## config.mk

```make
export PLATFORM = sky130hd
export DESIGN_NAME = pc_stack_seq
export DESIGN_NICKNAME = d
export VERILOG_FILES = /design/src/rtl/pc_stack_seq.sv
export SDC_FILE = /design/constraint.sdc
export NUM_CORES = 1
export LEC_CHECK = 0
export BUFFER_PORTS_ARGS = -buffer_cell sky130_fd_sc_hd__buf_2
export CORE_MARGIN = 1
export CORE_UTILIZATION = 55
export CTS_BUF_LIST = sky130_fd_sc_hd__clkbuf_16
export CTS_CLUSTER_DIAMETER = 200
export DETAILED_ROUTE_END_ITERATION = 7
export PLACE_DENSITY = 0.75
export SKIP_LAST_GASP = 1
export SLEW_MARGIN = 0
export SYNTH_ARGS = -nofsm -noshare
export SYNTH_HDL_FRONTEND = slang
export SYNTH_SLANG_ARGS = --single-unit
export TNS_END_PERCENT = 1
```

## constraint.sdc

```tcl
create_clock -name clk -period 3.73 [get_ports clk]
set_input_delay 0.9325 -clock clk [delete_from_list [all_inputs] [get_ports clk]]
set_output_delay 0.9325 -clock clk [all_outputs]
set_load 0.01 [all_outputs]
```

## src/rtl/pc_stack_seq.sv

```systemverilog
// pc_stack_seq: program-counter sequencer for the RISC CPU.
// Jump, conditional branch, relative call and return over a DEPTH-entry stack.
module pc_stack_seq #(
  parameter int AW    = 12,
  parameter int DEPTH = 4,
  parameter int SPW   = $clog2(DEPTH + 1)
) (
  input  logic           clk,
  input  logic           rst_n,
  input  logic           en,
  input  logic [15:0]    ir,
  input  logic [3:0]     ccr,
  input  logic           ld,
  input  logic [AW-1:0]  ld_addr,
  output logic [AW-1:0]  pc,
  output logic           wait_cond,
  output logic [SPW-1:0] sp,
  output logic           stk_ovf,
  output logic           stk_unf
);

  localparam int IW = (DEPTH > 1) ? $clog2(DEPTH) : 1;

  localparam logic [1:0] S_PRIME = 2'd0;
  localparam logic [1:0] S_RUN   = 2'd1;
  localparam logic [1:0] S_WAIT  = 2'd2;

  localparam logic [SPW-1:0] SP_FULL = SPW'(DEPTH);

  logic [1:0]     state_q;
  logic [1:0]     state_d;
  logic [AW-1:0]  pc_d;
  logic [AW-1:0]  pc_inc;
  logic [SPW-1:0] sp_d;
  logic           ovf_d;
  logic           unf_d;
  logic           push;
  logic           cond;

  logic [AW-1:0]  stk [DEPTH];

  logic [3:0]     op;
  logic [AW-1:0]  tgt;
  logic [IW-1:0]  wr_idx;
  logic [IW-1:0]  rd_idx;
  logic           is_ret;
  logic           is_jmp;
  logic           is_jcc;
  logic           is_bsr;
  logic           unused_ok;

  assign op     = ir[15:12];
  assign tgt    = ir[AW-1:0];
  assign pc_inc = pc + AW'(1);
  assign wr_idx = sp[IW-1:0];
  assign rd_idx = IW'(sp - SPW'(1));

  assign is_ret = (op == 4'h0) && (ir[11:8] == 4'hD);
  assign is_jmp = (op == 4'h8);
  assign is_jcc = (op == 4'h9) || (op == 4'hA) || (op == 4'hB);
  assign is_bsr = (op == 4'hE);

  assign unused_ok = ^{ccr[1], ir};

  // Select the condition bit tested by a pending branch.
  always_comb begin
    cond = 1'b0;
    case (op)
      4'h9:    cond = ccr[2];
      4'hA:    cond = ccr[3];
      4'hB:    cond = ccr[0];
      default: cond = 1'b0;
    endcase
  end

  // Next PC, state, stack pointer and flags for one enabled edge.
  always_comb begin
    state_d = state_q;
    pc_d    = pc;
    sp_d    = sp;
    ovf_d   = stk_ovf;
    unf_d   = stk_unf;
    push    = 1'b0;
    if (ld) begin
      pc_d    = ld_addr;
      state_d = S_RUN;
    end else begin
      case (state_q)
        S_PRIME: state_d = S_RUN;
        S_WAIT: begin
          state_d = S_RUN;
          pc_d    = (is_jcc && cond) ? tgt : pc_inc;
        end
        S_RUN: begin
          unique case (1'b1)
            is_ret: begin
              if (sp != '0) begin
                pc_d = stk[rd_idx] + AW'(1);
                sp_d = sp - SPW'(1);
              end else begin
                unf_d = 1'b1;
                pc_d  = pc_inc;
              end
            end
            is_jmp: pc_d = tgt;
            is_jcc: state_d = S_WAIT;
            is_bsr: begin
              if (sp != SP_FULL) begin
                push = 1'b1;
                sp_d = sp + SPW'(1);
              end else begin
                ovf_d = 1'b1;
              end
              pc_d = pc + tgt;
            end
            default: pc_d = pc_inc;
          endcase
        end
        default: state_d = S_RUN;
      endcase
    end
  end

  // Sequencer registers; everything holds while en is low.
  always_ff @(posedge clk or negedge rst_n) begin
    if (!rst_n) begin
      state_q   <= S_PRIME;
      pc        <= '0;
      sp        <= '0;
      stk_ovf   <= 1'b0;
      stk_unf   <= 1'b0;
      wait_cond <= 1'b0;
    end else if (en) begin
      state_q   <= state_d;
      pc        <= pc_d;
      sp        <= sp_d;
      stk_ovf   <= ovf_d;
      stk_unf   <= unf_d;
      wait_cond <= (state_d == S_WAIT);
    end
  end

  // Return-address storage; contents need no reset.
  always_ff @(posedge clk) begin
    if (en && push) begin
      stk[wr_idx] <= pc;
    end
  end

endmodule
```

==> run_results.csv <==
group,metric,value,unit
worst_setup_path,crit_buf_inv,1,
worst_setup_path,worst-endpoint-required,4.01,ns
timing,fmax,350,MHz
synthesis,ys_seq_area_share,44.2,%
timing,tns,0,ns
synthesis,synth_compound_area_share,17.1,%
synthesis,synthSimpleGateAreaFrac,15.6,%
worst_setup_path,worstSetupPathType,"flip-flop to flip-flop",
finish,antenna_cells,0,
floorplan,die_w,91.4,µm
finish,regArea,0.00194,mm²
worst_setup_path,worstPathArrival,3.13,ns
timing,fin_crit_sh,76.5,%
timing,worst_slack,0.877,ns
synthesis,syn_area,0.00440,mm²
place,gp_congestion,0.904,
worst_hold_path,min_delay_path_depth,1,
synthesis,synth_top_area_share,32.8,%
synthesis,synthTopCellsByArea,"edfxtp_1 33%, dfrtp_1 11%, ha_1 5.4%",
synthesis,ys.flop_type,"edfxtp_1",
grt,overflow,0,
power,cellPowerDensity,606,mW/mm²
floorplan,initial_core_util,56.9,%
job,maxCapViolCount,0,
clock_tree,htreeDepth,3,
clock_tree,clock-sinks,68,
timing,hold_viol,0,
synthesis,synth-adder-area-share,5.86,%
timing,setup_viol,0,
place,place_area,0.00476,mm²
power,power,3.07,mW
drt,vias,3698,
worst_hold_path,hold_class,"flip-flop to flip-flop",
worst_setup_path,cp_cell_sequence,"inv_1 -> ha_1 -> mux4_1 -> ha_1 -> a21o_1 -> a21oi_1 -> o41ai_1 -> mux2_2",
drt,drcViolationCount,0,
worst_setup_path,critical_path.top_delay_family,"adder cells",
grt,first_global_vias,3605,
timing,drv_slew,0,
clock_tree,clkTransAtPathRegs,0.06,ns
clock_tree,cts_resized,0,
timing,clock_skew,0.00423,ns
grt,grt_max_degree,29,
timing,whs,0.461,ns
synthesis,synth-xor-area-share,5.38,%
clock_tree,clk_latency,0.34,ns
timing,worst_pin_slew,1.05,ns
run_status,status,"completed",
clock_tree,cts_hold_buf,0,
finish,multi_input_area,0.00230,mm²
worst_setup_path,reg2regPathDepth,8,
place,place_ws,0.675,ns
drt,drt_iter0_markers,354,
clock_tree,tritoncts,"built",
synthesis,syn_nets,457,
clock_tree,cts_made_buffers,9,
synthesis,synth_mux_area_share,8.37,%
synthesis,yosysTopAreaCell,"edfxtp_1",
drt,routed_wl,11900,µm
synthesis,async_flop_share,29.4,%
worst_setup_path,cpMaxStageDelayCell,"ha_1",
finish,final_layout_size_suffix_gt1_share,20.0,%
synthesis,synth_cells,401,
finish,nets,510,
clock_tree,cts-root-buf,"clkbuf_16",
synthesis,ys_warn_count,0,
finish,fillers,611,
synthesis,synth_edf_count,48,
drt,wl_per_cell,21.2,µm
power,ir_worst_vdd,0.366,mV
worst_setup_path,crit_cells,8,
power,power_leakage,1.98,nW
worst_setup_path,cpPeakStageDelay,0.53,ns
place,portBuffers,52,
grt,antenna_found_initial,0,
worst_setup_path,rrSetupSlack,0.88,ns
synthesis,ys_types,64,
drt,ant_nets,0,
place,dpl.hpwl,8150,µm
synthesis,synth.ff_latch_count,68,
floorplan,die_h,91.4,µm
timing,relSlewSlack,29.1,%
finish,fin_area,0.00506,mm²
floorplan,floorplan.die_area,0.00835,mm²
floorplan,row_count,32,
worst_setup_path,crit_top_cell,"ha_1",
grt,grt_pass1_wl,18800,µm
grt,grt_use_total,29.9,%
timing,min_period,2.85,ns
worst_setup_path,worstSetupStartpointType,"flip-flop",
synthesis,synth_area_per_cell,11.0,µm²
timing,rsz0062_at_grt,"false",
worst_setup_path,crit_fanout,8,
finish,area_delta_synth_final,15.1,%
clock_tree,clockBufferDepth,2,
worst_setup_path,crit_path_end_kind,"flip-flop",
floorplan,core_area,0.00773,mm²
synthesis,synth_top_family_by_area,"compound AO/OA/AOI/OAI gates",
floorplan,ioPinCount,54,
drt,dr.pass1.iters,5,
clock_tree,post_cts_buffers,0,
drt,viasPerCell,6.59,
[power breakdown]
part	switching, mW	internal, mW
clock	0.343	0.521
combinational	0.666	0.509
sequential	0.132	0.895
total	1.14	1.92
[cell usage after synthesis, types with 3 or more instances]
cell type	number
a211o_1	4
a211oi_1	7
a21o_1	5
a21oi_1	32
a221o_1	6
a221oi_1	10
and2_1	4
and3_1	11
buf_2	9
clkbuf_1	9
dfrtp_1	20
edfxtp_1	48
ha_1	19
inv_1	11
mux2_2	3
mux2i_1	3
mux4_1	9
mux4_2	3
nand2_1	24
nand2b_1	6
nand3_1	18
nand4_1	5
nand4b_1	3
nor2_1	19
nor2b_1	3
nor3_1	11
nor4_1	3
o21ai_0	19
o21ai_1	6
o311ai_0	3
xnor2_1	18
xor2_1	9
[through the flow]
stage | utilization [%] | cells
after floorplan | - | 401
after global placement | 61.6 | 545
after detailed placement | 61.6 | 545
after CTS | 65.5 | 561
after global routing | 65.5 | 561
final | 65.5 | 561
[flip-flops by register name, indices dropped and copies added, names as in the netlist]
register,count
pc,12
sp,3
state_q,2
stk,48
stk_ovf,1
stk_unf,1
wait_cond,1
[logic make-up (layout without fill, tap and decap cells)]
family,count (synthesis),count (layout)
simple gates,123,123
compound gates,113,113
flops,68,68
buf+inv,32,90
xor+xnor,27,27
fa+ha+maj,20,20
mux,18,18
[per-layer routing]
layer / vias to the layer above / wire length, µm / GRT usage (%)
li1: 1678 / - / -
met1: 1780 / 4980 / 39.0
met2: 202 / 5640 / 47.4
met3: 38 / 955 / 7.29
met4: 0 / 333 / 13.0
met5: - / 0 / 0
[cells in the final DEF, fill, tap and decap left out, types with 9 or more instances in the layout]
cell       instances
a21oi_1           32
a221oi_1          10
and3_1            11
buf_2             52
buf_4             11
clkbuf_16          9
dfrtp_1           20
edfxtp_1          48
ha_1              19
inv_1             11
mux4_1             9
nand2_1           24
nand3_1           18
nor2_1            19
nor3_1            11
o21ai_0           19
xnor2_1           18
xor2_1             9
[worst paths after layout]
check | from | end
worst max-delay path | sp[1] | pc[1]
worst min-delay path | stk_ovf | stk_ovf
worst max register to register | sp[1] | pc[1]
worst min register to register | stk_ovf | stk_ovf
max in group asynchronous | rst_n | pc[0]
min in group asynchronous | rst_n | stk_ovf
[area by class of cell]
class | count | share of cell area [%]
clock buffers | 9 | 4.45
clock inverters | 7 | 1.51
inverters | 11 | 0.816
multi-input cells | 301 | 45.5
flip-flops and latches | 68 | 38.4
well taps | 102 | 2.52
repair buffers | 63 | 6.78
No activity file was read; power rests on OpenSTA's default activity.
